### src/rtl/regfile_write_scheduler.sv
// regfile_write_scheduler
//
// Owns the single write port of the 32x32 register file. Two writeback
// sources (ALU and load/MEM) compete for the port. The arbitration is
// round-robin with one priority bit. The winning write is driven to the
// register file from registers one cycle later.
//
// A busy-bit scoreboard tracks destination registers that still have a
// write in flight. The issue stage uses it to stall on RAW hazards.
//
// Handshake: a source holds `xxxValid` together with its address and data.
// A transfer happens in any cycle where valid && ready are both high.
// `xxxReady` never depends on the same source's own valid. At most one
// source transfers per cycle. Both readies are forced low while reset is
// high.
//
// Ports
//   clock, reset                    rising-edge clock, synchronous active-high reset
//   aluValid/aluReady/aluAdrs/aluData  ALU writeback request
//   memValid/memReady/memAdrs/memData  load writeback request
//   issueValid, issueAdrs           issue stage marks a destination as pending
//   issueBusy                       issueAdrs currently pending (combinational)
//   rs1Adrs/rs1Busy, rs2Adrs/rs2Busy   source operand pending lookups (combinational)
//   enable, rdAdrs, rdData          registered register-file write port

module regfile_write_scheduler #(
    parameter int DATA_WIDTH = 32,
    parameter int ADDR_WIDTH = 5
) (
    input  logic                  clock,
    input  logic                  reset,

    input  logic                  aluValid,
    output logic                  aluReady,
    input  logic [ADDR_WIDTH-1:0] aluAdrs,
    input  logic [DATA_WIDTH-1:0] aluData,

    input  logic                  memValid,
    output logic                  memReady,
    input  logic [ADDR_WIDTH-1:0] memAdrs,
    input  logic [DATA_WIDTH-1:0] memData,

    input  logic                  issueValid,
    input  logic [ADDR_WIDTH-1:0] issueAdrs,
    output logic                  issueBusy,

    input  logic [ADDR_WIDTH-1:0] rs1Adrs,
    input  logic [ADDR_WIDTH-1:0] rs2Adrs,
    output logic                  rs1Busy,
    output logic                  rs2Busy,

    output logic                  enable,
    output logic [ADDR_WIDTH-1:0] rdAdrs,
    output logic [DATA_WIDTH-1:0] rdData
);

    localparam int NREGS = 1 << ADDR_WIDTH;

    // prio_q: 0 = MEM preferred, 1 = ALU preferred
    logic                  prio_q,      prio_d;
    logic                  enable_q,    enable_d;
    logic [ADDR_WIDTH-1:0] rd_adrs_q,   rd_adrs_d;
    logic [DATA_WIDTH-1:0] rd_data_q,   rd_data_d;
    logic [NREGS-1:0]      busy_q,      busy_d;

    logic                  alu_fire;
    logic                  mem_fire;
    logic                  xfer;
    logic [ADDR_WIDTH-1:0] win_adrs;
    logic [DATA_WIDTH-1:0] win_data;

    // A source is ready when the other one is idle, or when it holds priority.
    // Under contention exactly one of the two readies is high.
    assign aluReady = !reset && (!memValid || prio_q);
    assign memReady = !reset && (!aluValid || !prio_q);

    assign alu_fire = aluValid && aluReady;
    assign mem_fire = memValid && memReady;
    assign xfer     = alu_fire || mem_fire;

    assign win_adrs = mem_fire ? memAdrs : aluAdrs;
    assign win_data = mem_fire ? memData : aluData;

    always_comb begin
        prio_d    = prio_q;
        enable_d  = 1'b0;
        rd_adrs_d = rd_adrs_q;
        rd_data_d = rd_data_q;

        // After a transfer, the loser gets priority next time.
        if (alu_fire) begin
            prio_d = 1'b0;
        end else if (mem_fire) begin
            prio_d = 1'b1;
        end

        // A write to x0 still loads the address/data registers,
        // but it never raises enable.
        if (xfer) begin
            rd_adrs_d = win_adrs;
            rd_data_d = win_data;
            enable_d  = (win_adrs != '0);
        end
    end

    always_comb begin
        busy_d = busy_q;
        // The clear lands on the same edge as the register-file write.
        if (enable_q) begin
            busy_d[rd_adrs_q] = 1'b0;
        end
        // The set is applied after the clear. A newer producer issued in
        // the same cycle therefore keeps its bit.
        if (issueValid && (issueAdrs != '0)) begin
            busy_d[issueAdrs] = 1'b1;
        end
        busy_d[0] = 1'b0;
    end

    always_ff @(posedge clock) begin
        if (reset) begin
            prio_q    <= 1'b0;
            enable_q  <= 1'b0;
            rd_adrs_q <= '0;
            rd_data_q <= '0;
            busy_q    <= '0;
        end else begin
            prio_q    <= prio_d;
            enable_q  <= enable_d;
            rd_adrs_q <= rd_adrs_d;
            rd_data_q <= rd_data_d;
            busy_q    <= busy_d;
        end
    end

    assign enable    = enable_q;
    assign rdAdrs    = rd_adrs_q;
    assign rdData    = rd_data_q;

    assign issueBusy = busy_q[issueAdrs];
    assign rs1Busy   = busy_q[rs1Adrs];
    assign rs2Busy   = busy_q[rs2Adrs];

endmodule

### config.mk
export PLATFORM = sky130hd
export DESIGN_NAME = regfile_write_scheduler
export DESIGN_NICKNAME = d
export VERILOG_FILES = /design/src/rtl/regfile_write_scheduler.sv
export SDC_FILE = /design/constraint.sdc
export NUM_CORES = 1
export LEC_CHECK = 0
export ABC_AREA = 1
export ABC_CLOCK_PERIOD_IN_PS = 2450
export BUFFER_PORTS_ARGS = -buffer_cell sky130_fd_sc_hd__buf_2
export CAP_MARGIN = 10
export CORE_AREA = 2 2 79 156
export DETAILED_ROUTE_END_ITERATION = 8
export DIE_AREA = 0 0 81 158
export GPL_ROUTABILITY_DRIVEN = 0
export HOLD_SLACK_MARGIN = 0.05
export SLEW_MARGIN = 20
export SYNTH_ARGS = -nofsm -noshare
export SYNTH_HDL_FRONTEND = slang
export SYNTH_SLANG_ARGS = --single-unit
### constraint.sdc
create_clock -name clock -period 2.45 [get_ports clock]
set_input_delay 0.49 -clock clock [delete_from_list [all_inputs] [get_ports clock]]
set_output_delay 0.49 -clock clock [all_outputs]
set_load 0.01 [all_outputs]
==> flow_summary_export.csv <==
group,metric,value,unit
status,status,"complete, no violations",
routing,drt_iter0_drc,274,
timing,final_hold_viol_count,0,
yosys,yosysWarnings,0,
power,internal-power,2.20,mW
die,io_pins,137,
min_path,whs_path_depth,3,
cts,path_clk_slew,0.05,ns
yosys,syn_area,3960,µm²
worst_setup_path,worstPathArrival,1.61,ns
global_route,antenna_found_initial,0,
worst_setup_path,critPathKind,"in2out",
timing,max_freq,477,MHz
power,power.leakage,2.27,nW
routing,ant_nets,0,
worst_setup_path,crit-reg2reg-launch,"prio_q",
yosys,synth_cell_types,27,
worst_setup_path,r2r_setup_slack,0.75,ns
yosys,ys_ff_latch,70,
placement,port_buffers,136,
yosys,postSynthAreaPerCell,6.50,µm²
cts,cts_buffer_depth,2,
timing,period_needed,2.10,ns
placement,placed_cells,876,
placement,hpwl,10700,µm
yosys,yosysSeqAreaShare,35.4,%
timing,grt_setup_unrepaired,"no",
die,dieWidth,81,µm
power,switching_power,787,µW
power,power.total,2.99,mW
power,p_comb_share,16.8,%
timing,relSlewSlack,50.8,%
global_route,grt_usage,21.7,%
min_path,worstHoldStart,"memData[20]",
worst_setup_path,critPathCaptureType,"output pin",
die,dieArea,12800,µm²
worst_setup_path,rr_endpoint,"rdData[2]",
final_layout,stdcell_count,890,
cts,cts_tree,"built",
yosys,syn_nets,703,
routing,finalWirelength,13400,µm
job,maxCapViolCount,0,
power,seqPwrFrac,41.1,%
timing,finalMaxSlewViolations,0,
power,power_density,593,nW/µm²
worst_setup_path,r2r_cells,6,
timing,setup-violations-final,0,
timing,tns,0,ns
die,coreArea,11600,µm²
timing,skew,0.00350,ns
min_path,hp-class,"in2reg",
cts,cts_buffers,9,
routing,wire_per_inst,15.1,µm
routing,vias,4623,
power,ir_drop,0.395,mV
cts,cts_resized,0,
routing,post-route-drc-count,0,
final_layout,syn_to_final_growth,27.0,%
worst_setup_path,required,1.96,ns
die,start_util,34.1,%
cts,cts.sinks,70,
final_layout,nets,836,
worst_setup_path,cp-start-kind,"primary input",
final_layout,drive_gt1_share,23.6,%
cts,hold_buffers,0,
global_route,grt_max_degree,49,
cts,clock_latency,0.33,ns
yosys,syn_inst,609,
global_route,grt-ovfl-total,0,
cts,post_cts_buffers,0,
routing,post_drt_via_cell_ratio,5.19,
cts,h-tree-depth,3,
timing,finalCritPeriodShare,85.6,%
die,die_h,158,µm
global_route,grt_pass1_vias,4457,
min_path,worstHoldEndpoint,"rdData[20]",
global_route,grt_pass1_wl,21300,µm
final_layout,antenna_cells,0,
routing,first_pass_iters,5,
die,std_cell_rows,56,
power,netSwitchingFraction,26.4,%
timing,worst_pin_slew,0.736,ns
power,clkPwrFrac,42.1,%
cts,clockRootBuffer,"clkbuf_16",
worst_setup_path,crit_fanout,17,
sequential cells by signal, indices dropped and copies added, names as in the netlist:
signal	flops
prio_q	1
enable	1
rdAdrs	5
busy_q	31
rdData	32
cells in the final DEF (no fill, tap or decap), types with 16 or more instances in the layout:
cell     count
o21ai_0     40
buf_4       16
nand2_1    202
nand3_1     62
dfxtp_1     70
a21oi_1     67
inv_1       35
buf_2      136
o21a_1      31
o21ai_1     31
cells by family after synthesis:
| kind of cell | count (synthesis) | synth area share (%) |
|---|---|---|
| AND/OR/NAND/NOR | 293 | 31.0 |
| AO/OA/AOI/OAI | 175 | 24.4 |
| buffers and inverters | 71 | 9.16 |
| flip-flops | 70 | 35.4 |
worst max path at each step:
stage | end | cells past startpoint | start
4_1_cts | rs1Busy | 11 | rs1Adrs[0]
3_3_place_gp | rs1Busy | 11 | rs1Adrs[0]
2_1_floorplan | rs1Busy | 11 | rs1Adrs[0]
5_1_grt | rs1Busy | 11 | rs1Adrs[0]
6_report | rs1Busy | 11 | rs1Adrs[0]
3_5_place_dp | rs1Busy | 11 | rs1Adrs[0]
stage by stage:
stage,instance area [µm²],worst slack (ns),hold WS [ns],util [%]
2_1_floorplan,3960,0.623,0.450,-
3_3_place_gp,4740,0.380,0.450,40.7
3_5_place_dp,4740,0.350,0.454,40.7
4_1_cts,5030,0.350,0.436,43.3
5_1_grt,5030,0.212,0.455,43.3
6_report,5030,0.352,0.443,43.3
cell usage after synthesis:
cell type | n | area, µm²
a21oi_1 | 67 | 335
buf_1 | 2 | 7.51
buf_12 | 2 | 40.0
buf_2 | 12 | 60.1
buf_4 | 3 | 22.5
buf_6 | 3 | 33.8
buf_8 | 1 | 15.0
clkbuf_1 | 6 | 22.5
clkbuf_2 | 1 | 5.00
dfxtp_1 | 70 | 1400
inv_1 | 35 | 131
inv_2 | 5 | 18.8
inv_4 | 1 | 6.26
nand2_1 | 202 | 758
nand3_1 | 62 | 310
nand3_4 | 1 | 17.5
nand4_1 | 6 | 37.5
nor2_1 | 10 | 37.5
nor2_2 | 2 | 12.5
nor2_4 | 1 | 11.3
nor3_1 | 9 | 45.0
o211ai_1 | 4 | 30.0
o21a_1 | 31 | 233
o21ai_0 | 40 | 200
o21ai_1 | 31 | 155
o21bai_1 | 1 | 7.51
o22ai_1 | 1 | 6.26
worst max-delay path: stages:
cell and delay (ns):
buf_2 0.26, inv_2 0.19, nand2_1 0.10, nand3_1 0.07
nand3_1 0.11, nand2_1 0.06, nand2_1 0.05, nand2_1 0.05
nand2_1 0.05, nand2_1 0.05, buf_2 0.13
routing by layer:
layer / up-vias / GRT usage [%] / part of all wire (%)
met5: - / 0 / 0
met4: 0 / 13.2 / 5.1
met3: 42 / 4.50 / 6.1
met2: 205 / 40.1 / 54
met1: 2073 / 21.2 / 35
li1: 2303 / - / -
power groups by stage:
stage	Clock (mW)	Combinational (mW)	Sequential (mW)
after floorplan	0	0.283	1.27
after global placement	0	0.496	1.25
after detailed placement	0	0.502	1.25
after CTS	1.29	0.503	1.23
after global routing	1.33	0.558	1.24
final	1.26	0.501	1.23
area by class of cell:
type                       instances  area, µm²
clock buffer                      14        294
fill                            1283       6600
inverter                          41        156
multi-input combinational        468       2200
sequential                        70       1400
tap                              145        181
timing repair buffer             152        801
No activity file was read; power rests on OpenSTA's default activity.
